==> config.mk <==
export PLATFORM = sky130hd
export DESIGN_NAME = fetch_unit
export DESIGN_NICKNAME = d
export VERILOG_FILES = /design/src/rtl/fetch_unit.sv
export SDC_FILE = /design/constraint.sdc
export NUM_CORES = 1
export LEC_CHECK = 0
export ABC_AREA = 1
export BUFFER_PORTS_ARGS = -buffer_cell sky130_fd_sc_hd__buf_2
export CORE_UTILIZATION = 50
export DETAILED_ROUTE_END_ITERATION = 6
export HOLD_SLACK_MARGIN = 0.02
export PLACE_DENSITY = 0.77
export SLEW_MARGIN = 10
export SYNTH_ARGS = -nofsm -noshare
export SYNTH_HDL_FRONTEND = slang
export SYNTH_SLANG_ARGS = --single-unit
export TNS_END_PERCENT = 10
==> constraint.sdc <==
create_clock -name clk -period 3.15 [get_ports clk]
set_input_delay 0.1575 -clock clk [delete_from_list [all_inputs] [get_ports clk]]
set_output_delay 0.1575 -clock clk [all_outputs]
set_load 0.03 [all_outputs]
==> src/rtl/fetch_unit.sv <==
// Instruction fetch with a 2-entry prefetch FIFO and one-outstanding-request memory handshake.
// Optional stall counter output enabled by defining FETCH_STATS_EN.
module fetch_unit #(
  parameter int INSTR_WIDTH = 16,
  parameter int PC_WIDTH = 10,
  parameter logic [PC_WIDTH-1:0] RESET_PC = '0
) (
  input  logic                   clk,
  input  logic                   reset,
  input  logic                   pc_load,
  input  logic [PC_WIDTH-1:0]    pc_load_value,
  output logic                   prog_req,
  output logic [PC_WIDTH-1:0]    prog_addr,
  input  logic                   prog_ack,
  input  logic [INSTR_WIDTH-1:0] prog_data,
  output logic [INSTR_WIDTH-1:0] instr,
  output logic [PC_WIDTH-1:0]    instr_pc,
  output logic                   instr_valid,
  input  logic                   instr_ready
`ifdef FETCH_STATS_EN
  ,
  output logic [15:0]            stall_cycles
`endif
);

  typedef enum logic [1:0] {IDLE, REQ, DROP} state_t;

  state_t                 state_reg, state_next;
  logic [1:0]             count_reg;
  logic [PC_WIDTH-1:0]    fetch_pc_reg;
  logic [INSTR_WIDTH-1:0] data_reg [2];
  logic [PC_WIDTH-1:0]    pc_reg [2];

  logic       pop;
  logic       push;
  logic [1:0] count_after_pop;

  assign instr_valid     = (count_reg != 2'd0);
  assign instr           = data_reg[0];
  assign instr_pc        = pc_reg[0];
  assign pop             = instr_valid && instr_ready;
  assign count_after_pop = count_reg - {1'b0, pop};
  assign push            = (state_reg == REQ) && prog_ack && !pc_load;

  always_ff @(posedge clk) begin
    if (reset) state_reg <= IDLE;
    else       state_reg <= state_next;
  end

  always_comb begin
    state_next = state_reg;
    case (state_reg)
      IDLE: begin
        if (pc_load || count_after_pop <= 2'd1) state_next = REQ;
      end
      REQ: begin
        if (pc_load)       state_next = prog_ack ? REQ : DROP;
        // After the push the FIFO holds count_after_pop+1 entries.
        else if (prog_ack) state_next = (count_after_pop == 2'd0) ? REQ : IDLE;
      end
      DROP: begin
        if (prog_ack && !pc_load) state_next = REQ;
      end
      default: state_next = IDLE;
    endcase
  end

  always_comb begin
    prog_req  = (state_reg != IDLE);
    prog_addr = fetch_pc_reg;
  end

  always_ff @(posedge clk) begin
    if (reset) begin
      count_reg    <= '0;
      fetch_pc_reg <= RESET_PC;
      for (int i = 0; i < 2; i++) begin
        data_reg[i] <= '0;
        pc_reg[i]   <= '0;
      end
    end else begin
      if (pc_load)   fetch_pc_reg <= pc_load_value;
      else if (push) fetch_pc_reg <= fetch_pc_reg + PC_WIDTH'(1);

      if (pc_load) count_reg <= '0;
      else         count_reg <= count_after_pop + {1'b0, push};

      // Shift on pop; a same-cycle push lands at the slot freed by the pop.
      if (pop) begin
        data_reg[0] <= data_reg[1];
        pc_reg[0]   <= pc_reg[1];
      end
      if (push) begin
        data_reg[count_after_pop[0]] <= prog_data;
        pc_reg[count_after_pop[0]]   <= fetch_pc_reg;
      end
    end
  end

`ifdef FETCH_STATS_EN
  logic [15:0] stall_reg;

  always_ff @(posedge clk) begin
    if (reset)                                         stall_reg <= '0;
    else if (!instr_valid && stall_reg != 16'hFFFF)    stall_reg <= stall_reg + 16'd1;
  end

  assign stall_cycles = stall_reg;
`endif

endmodule

==> metrics.txt <==
chain of cells forming the critical path=inv_1 > nand2_2 > nand2_1 > inv_1 > ha_1 > nand2_4 > buf_4 > nand3_1 > o21ai_2; dominant register cell in the synthesized netlist=edfxtp_1; fraction of layout instances using a drive strength above 1=36.60%; first-pass GRT wire length=10.01 mm; Async S/R FF share, synth=0%; synthesized area per cell=10.39 um2; transition time at the pin with the least slew margin=880.3 ps; most frequent CP cell=inv_1; cell area after layout=3811 um2; number of setup violations in the final report=0; net switching power of the design=0.5185 mW; clock root cell=clkbuf_8; mux cell area share after synthesis=0%; number of sinks handled by clock tree synthesis=66; Min Clock Period, post-route=2237 ps; CTS H-tree depth=3; # DRC=0; Final TNS setup=0 ps; vias in the first global route=2,186; kind of cell adding the most delay to the critical path=simple AND/OR/NAND/NOR gates; portion of total power attributed to sequential cells=50.3%; fmax=0.4469 GHz; total routing usage reported by global routing=20.27%; post-synthesis net count=346; Cell variety after synth=26; count of state elements after synthesis=66; count of flip-flops with a built-in enable after synthesis=52; antenna fix cells=0; post-CTS sizing=0; Die Span Y=82.54 um; DP Wirelength=4.326 mm; Pwr per Cell Area=526.7 nW/um2; Final Power=2.007 mW; arrival time worst endpoint=2430 ps; WS Path Type=reg2reg; cell type of the slowest stage on the worst timing path=buf_4; Die Wd=82.54 um; Post-Route Skew=7.456 ps; worst path bufs/invs=3; compound-gate portion of the synthesized area=10.96%; GP Congestion=0.8187; latest clock arrival within the worst-skew pair=330 ps; # placed instances=447; Crit path required time=3340 ps; placed cell area=3603 um2; cell area after synthesis=3243 um2; Final Hold Fails=0; outcome=finished, final reports clean; Synth Area in XOR/XNOR=0.2701%; antenna-violating nets left=0; final period utilization=71.03%; detailed-route via count=2,422; buffers inserted by post-CTS timing repair=0; clock buffers created by TritonCTS=9; area inside the core boundary=6096 um2; instance count of the mapped netlist=312; count of non-filler cells in the finished layout=463; combinational share of power=12.2%; LEAKAGE=1.672 nW; number of primary I/O pins=69; initial standard-cell utilization of the core=53.20%; via-per-instance ratio=5.231; combinational family with the most area after synthesis=simple AND/OR/NAND/NOR gates; clock edge transition at the registers on the reported setup and hold paths=70 ps; kind of start point of the critical path=register; sum of overflow across all layers after global routing=0; setup slack at placement=949.6 ps; Power Internal=1.489 mW; worst hold slack=82.01 ps; max-slew violation count=0; Peak supply drop=0.2398 mV; hold buffer count at cts=0; clock network fraction of design power=37.5%; number of max-cap violations=0; Max clock buf depth=2; wire length per cell after detailed routing=13.51 um; area overhead of the layout relative to synthesis=17.52%; maximum single-stage delay on the critical path=470 ps; routed wire length=6.253 mm; worst-path fanout max=32; headroom to the max-slew limit=41.17%; initial antenna violation count=0; # port buffers=68; simple-gate share of the synthesized area=22.42%; minimum setup slack in the final design=912.6 ps; setup repair after global routing missed its margin=false; clock tree from TritonCTS=done; count of TritonRoute iterations in the first routing pass=4; warning count from the yosys run=0; HP Class=in2reg; sequential cell area fraction in the yosys report=56.79%; total number of nets in the final design=417; std cell rows=28; Adder-Cell Fraction of Synth Area=1.157%; max FFs per register=32; maximum number of pins on one net before global-route repair=33; number of DRC markers in iteration 0=142; Die Outline Area=6812 um2; utilization after layout=62.52%; sort of element at the end of the critical path=register; switching share of total power=25.83%
placed cells by master, fill, tap and decap left out, types with 4 or more instances in the layout:
master	instances
clkbuf_8	9
a31oi_1	4
o21ai_2	26
nand3_2	20
edfxtp_1	52
nand3_1	17
nand2_1	47
dfxtp_1	14
buf_2	68
a21oi_1	8
inv_1	45
nor2_1	36
o21ai_0	11
final cells by class:
class / count / area [um2]
multi-input cells: 188 / 1129
clock inverters: 7 / 83.83
repair buffers: 71 / 362.8
inverters: 47 / 176.4
fillers: 495 / 2285
clock buffers: 9 / 123.9
well taps: 75 / 93.84
flip-flops and latches: 66 / 1842
worst paths after layout:
kind	from	end	slack [ps]	cells past startpoint
setup / recovery	count_reg[1]$_SDFF_PP0_	data_reg[0][2]$_DFFE_PP_	910	9
hold / removal	pc_load_value[1]	prog_addr[1]$_SDFFE_PP0P_	80	3
setup reg to reg	count_reg[1]$_SDFF_PP0_	data_reg[0][2]$_DFFE_PP_	910	9
hold reg to reg	prog_addr[4]$_SDFFE_PP0P_	prog_addr[4]$_SDFFE_PP0P_	520	2
cells by family (layout without fill, tap and decap cells):
group	after synthesis	after routing
buffers and inverters	58	134
adder cells (fa/ha/maj)	3	3
XOR/XNOR	1	1
flip-flops	66	66
AND/OR/NAND/NOR	134	134
AO/OA/AOI/OAI	50	50
tightest hold or removal path: stages:
cell,delay (ps)
buf_2,90
nand2_1,50
a31oi_1,70
synth_stat cells, drive strengths merged (3+ instances only):
master,count,area [um2]
edfxtp,52,1562
nand4,3,18.77
a21oi,8,40.04
nor2,41,195.2
buf,10,92.58
dfxtp,14,280.3
a31oi,4,25.02
nand3,37,285.3
inv,47,176.4
o21ai,37,282.8
ha,3,37.54
nand2,52,222.7
layer usage:
layer  track usage (%)  vias up  routed length [um]  part of all wire [%]
met3             3.736       12                 385                   6.2
met1             25.41     1136                2684                    43
met5                 0        -                   0                     0
met4             13.10        0                 131                   2.1
li1                  -     1192                   -                     -
met2             32.15       82                3052                    49
power groups by stage:
| stage | logic (mW) | registers, mW | clock network (mW) |
|---|---|---|---|
| 2_1_floorplan | 0.110 | 1.09 | 0 |
| 5_1_grt | 0.269 | 1.01 | 0.799 |
| 4_1_cts | 0.248 | 1.01 | 0.762 |
| 6_report | 0.246 | 1.01 | 0.752 |
| 3_3_place_gp | 0.241 | 1.03 | 0 |
| 3_5_place_dp | 0.246 | 1.03 | 0 |
(Power assumes the default switching activity.)
